<file path="config.mk">
export PLATFORM = sky130hd
export DESIGN_NAME = sipo_6bit_rx
export DESIGN_NICKNAME = d
export VERILOG_FILES = /design/src/rtl/sipo_6bit_rx.sv
export SDC_FILE = /design/constraint.sdc
export NUM_CORES = 1
export LEC_CHECK = 0
export CORE_UTILIZATION = 46
export DETAILED_ROUTE_END_ITERATION = 10
export PLACE_DENSITY_LB_ADDON = 0.3
export SLEW_MARGIN = 0
export SYNTH_ARGS = -nofsm -noshare
export SYNTH_HDL_FRONTEND = slang
export SYNTH_SLANG_ARGS = --single-unit
</file>
<file path="constraint.sdc">
create_clock -name clk -period 1.75 [get_ports clk]
set_input_delay 0.35 -clock clk [delete_from_list [all_inputs] [get_ports clk]]
set_output_delay 0.35 -clock clk [all_outputs]
set_load 0.02 [all_outputs]
</file>
<file path="src/rtl/sipo_6bit_rx.sv">
// sipo_6bit_rx: serial-in/parallel-out receiver for an LSB-first (or MSB-first)
// serial link. Accumulates WIDTH bits under a bit strobe, hands each completed
// word to a holding register with a valid/ready handshake, and flags a sticky
// overrun when a completed word arrives while the held word is still unread.
module sipo_6bit_rx #(
  parameter int unsigned WIDTH     = 6,
  parameter bit          MSB_FIRST = 1'b0
) (
  input  logic                     clk,
  input  logic                     clear,
  input  logic                     serial_in,
  input  logic                     shift_en,
  input  logic                     sync,
  input  logic                     word_ready,
  input  logic                     ovr_clr,
  output logic [WIDTH-1:0]         q_parallel_out,
  output logic                     word_valid,
  output logic                     overrun,
  output logic [$clog2(WIDTH)-1:0] bit_count
);

  localparam int unsigned CW = $clog2(WIDTH);
  localparam logic [CW-1:0] LAST_BIT = CW'(WIDTH - 1);

  logic [WIDTH-1:0] sr_q, sr_d;
  logic [CW-1:0]    cnt_q, cnt_d;
  logic [WIDTH-1:0] hold_q, hold_d;
  logic             valid_q, valid_d;
  logic             ovr_q, ovr_d;

  logic [WIDTH-1:0] sr_base;
  logic [CW-1:0]    cnt_base;
  logic             complete;

  // Shift register and bit counter next state; sync restarts the frame before
  // the current bit (if any) is shifted in, so that bit opens the new frame.
  always_comb begin
    sr_base  = sync ? '0 : sr_q;
    cnt_base = sync ? '0 : cnt_q;
    complete = shift_en && !sync && (cnt_q == LAST_BIT);
    sr_d     = sr_base;
    cnt_d    = cnt_base;
    if (shift_en) begin
      if (MSB_FIRST) begin
        sr_d = {sr_base[WIDTH-2:0], serial_in};
      end else begin
        sr_d = {serial_in, sr_base[WIDTH-1:1]};
      end
      cnt_d = complete ? '0 : cnt_base + CW'(1);
    end
  end

  // Holding register, handshake and sticky overrun next state.
  always_comb begin
    hold_d  = hold_q;
    valid_d = valid_q;
    ovr_d   = ovr_q && !ovr_clr;
    if (complete) begin
      if (!valid_q || word_ready) begin
        hold_d  = sr_d;
        valid_d = 1'b1;
      end else begin
        ovr_d = 1'b1;
      end
    end else if (valid_q && word_ready) begin
      valid_d = 1'b0;
    end
  end

  // State registers with asynchronous clear.
  always_ff @(posedge clk or posedge clear) begin
    if (clear) begin
      sr_q    <= '0;
      cnt_q   <= '0;
      hold_q  <= '0;
      valid_q <= 1'b0;
      ovr_q   <= 1'b0;
    end else begin
      sr_q    <= sr_d;
      cnt_q   <= cnt_d;
      hold_q  <= hold_d;
      valid_q <= valid_d;
      ovr_q   <= ovr_d;
    end
  end

  assign q_parallel_out = hold_q;
  assign word_valid     = valid_q;
  assign overrun        = ovr_q;
  assign bit_count      = cnt_q;

endmodule
</file>
==> run summary <==
status = completed
fin util = 0.651
hpwl dp = 982 µm
worst vdd ir = 0.000608 V
Die Footprint = 1760 µm²
most frequent cells in the layout = dfrtp_1, clkdlybuf4s50_1, nor2_1
met2 Usage GRT = 0.263
syn_nets = 66
DR pass1 iterations = 4
Syn Area/Cell = 12.7 µm²
clk root buf = clkbuf_4
clock-pin slew on the worst setup and hold paths = 0.09 ns
Gate Count Post-Synth = 58
core area = 1510 µm²
IO Count = 18
Post-Place Cells = 95
final setup violation count = 0
hold slack final = 0.362 ns
HP Class = in -> async
setup TNS = 0 ns
Final period util = 0.969
FP Rows = 14
Post-CTS Setup Repair Bufs = 0
CTS Buf Count = 3
CTS tree = done
WP buf/inv = 1
Worst Skew = 0.00111 ns
layout cell share with drive strength beyond 1 = 0.205
top post-synthesis cells by area = dfrtp_1, mux2_2, mux2i_1, nor2_1, nand2b_1
power per standard cell area = 745 nW/µm²
CTS hold repair buffers = 0
PortBufs = 17
H-tree levels = 1
post-route ant nets = 0
Power Total = 0.731 mW
Clock Latency Late Sink = 0.29 ns
Via Count = 494
leakage = 0.482 nW
Hold Violations, Final = 0
RSZ-0062 raised after global routing = no
crit path cell chain = clkdlybuf4s50_1
Synth top area share = 0.578
first-pass GRT wire length = 2120 µm
required time worst endpoint = 1.40 ns
Slew Viols, Final = 0
CP max FO = 2
Initial Util = 0.488
global routing usage on met1 = 0.213
Yosys warning count = 0
nets = 92
# DRC = 0
die width = 42.0 µm
placer's final routability congestion estimate = 0.727
synth unique cells = 18
PostCTS Resize Cnt = 0
met3 Track Usage GR = 0.0388
crit path time final = 1.69 ns
gr usage total = 0.168
WL/cell = 12.6 µm
final worst-path setup slack = 0.0550 ns
drt total wl = 1250 µm
slowest CP cell = clkdlybuf4s50_1
largest net degree at the start of global routing = 18
post-synthesis register bit count = 17
die height = 42.0 µm
busiest grt layer = met2
Max Cap Viol = 0
clock sinks = 17
Cell Count, Final, Fillers Out = 99
Crit Path Class = reg -> out
sequential area share after synthesis = 0.578
pre-CTS setup slack = -0.103 ns
Crit. End Element = output pin
Largest delay share family, worst path = buffers and inverters
total gr overflow = 0
n_diodes = 0
type of origin of the critical path = flop
maximum buffer depth of the clock tree = 2
Area growth syn-to-layout = 33.3%
DR vias/cell = 4.99
Iteration-0 DRC Markers = 4
worst slew pin tran = 0.225 ns
Worst Path Arrival = 1.34 ns
vias in the first global route = 509
Netlist Area Pre-Place = 736 µm²
Worst path max stage delay = 0.64 ns
initial antenna violation count = 0
Synth area leader = dfrtp_1
cell area after layout = 981 µm²
DP Area = 955 µm²
slew margin rel. = 0.849
Fmax = 0.590 GHz
-- cell type report --
type	count	area [µm²]
multi-input cells	35	279
repair buffers	23	215
clock buffers	4	26.3
flip-flops and latches	17	425
inverters	4	15.0
well taps	16	20.0
fillers	130	526
-- cells by family (layout without fill, tap and decap cells) --
kind of cell    after synthesis  after routing  share of synthesized area
xor+xnor                      2              2                     0.0238
buf+inv                       6             31                     0.0425
mux                          11             11                      0.160
compound gates                3              3                     0.0323
flops                        17             17                      0.578
fa+ha+maj                     1              1                     0.0170
simple gates                 18             18                      0.146
-- routing by layer --
layer  routed length, µm  share of wire  vias up
li1                    -              -      240
met1                 551           0.44      240
met2                 617           0.49       12
met3                  63          0.050        2
met4                  17          0.014        0
met5                   0              0        -
-- cells in the mapped netlist --
library cell and number:
and2b_1 1, dfrtp_1 17, buf_6 1, nand2b_4 1, o22ai_1 1, nand2b_1 3
mux2i_1 5, nand2_1 3, nor3b_4 1, o2bb2ai_1 1, buf_2 1, a22o_1 1
inv_1 4, nor2_1 8, mux2_2 6, ha_1 1, xnor2_1 2, nand3b_1 1
-- registers in the layout, summed over array words and instances (netlist names) --
| signal | cells |
|---|---|
| overrun | 1 |
| word_valid | 1 |
| bit_count | 3 |
| sr_q | 6 |
| q_parallel_out | 6 |
-- final timing paths --
kind | startpoint | to | slack [ns] | depth (start not counted)
hold / removal | clear | overrun$_DFF_PP0_ | 0.36 | 3
min in group clk | q_parallel_out[5]$_DFFE_PP0P_ | q_parallel_out[5]$_DFFE_PP0P_ | 0.51 | 1
max in group asynchronous | clear | bit_count[1]$_DFF_PP0_ | 1.21 | 3
setup reg to reg | bit_count[1]$_DFF_PP0_ | q_parallel_out[0]$_DFFE_PP0P_ | 0.29 | 4
hold reg to reg | q_parallel_out[5]$_DFFE_PP0P_ | q_parallel_out[5]$_DFFE_PP0P_ | 0.51 | 1
setup / recovery | bit_count[0]$_DFF_PP0_ | bit_count[0] | 0.06 | 1
-- where the power goes --
part / switching (mW) / internal (mW)
Sequential: 0.0109 / 0.407
Clock: 0.118 / 0.0887
Combinational: 0.0501 / 0.0564
Total: 0.179 / 0.552
(Power assumes the default switching activity.)
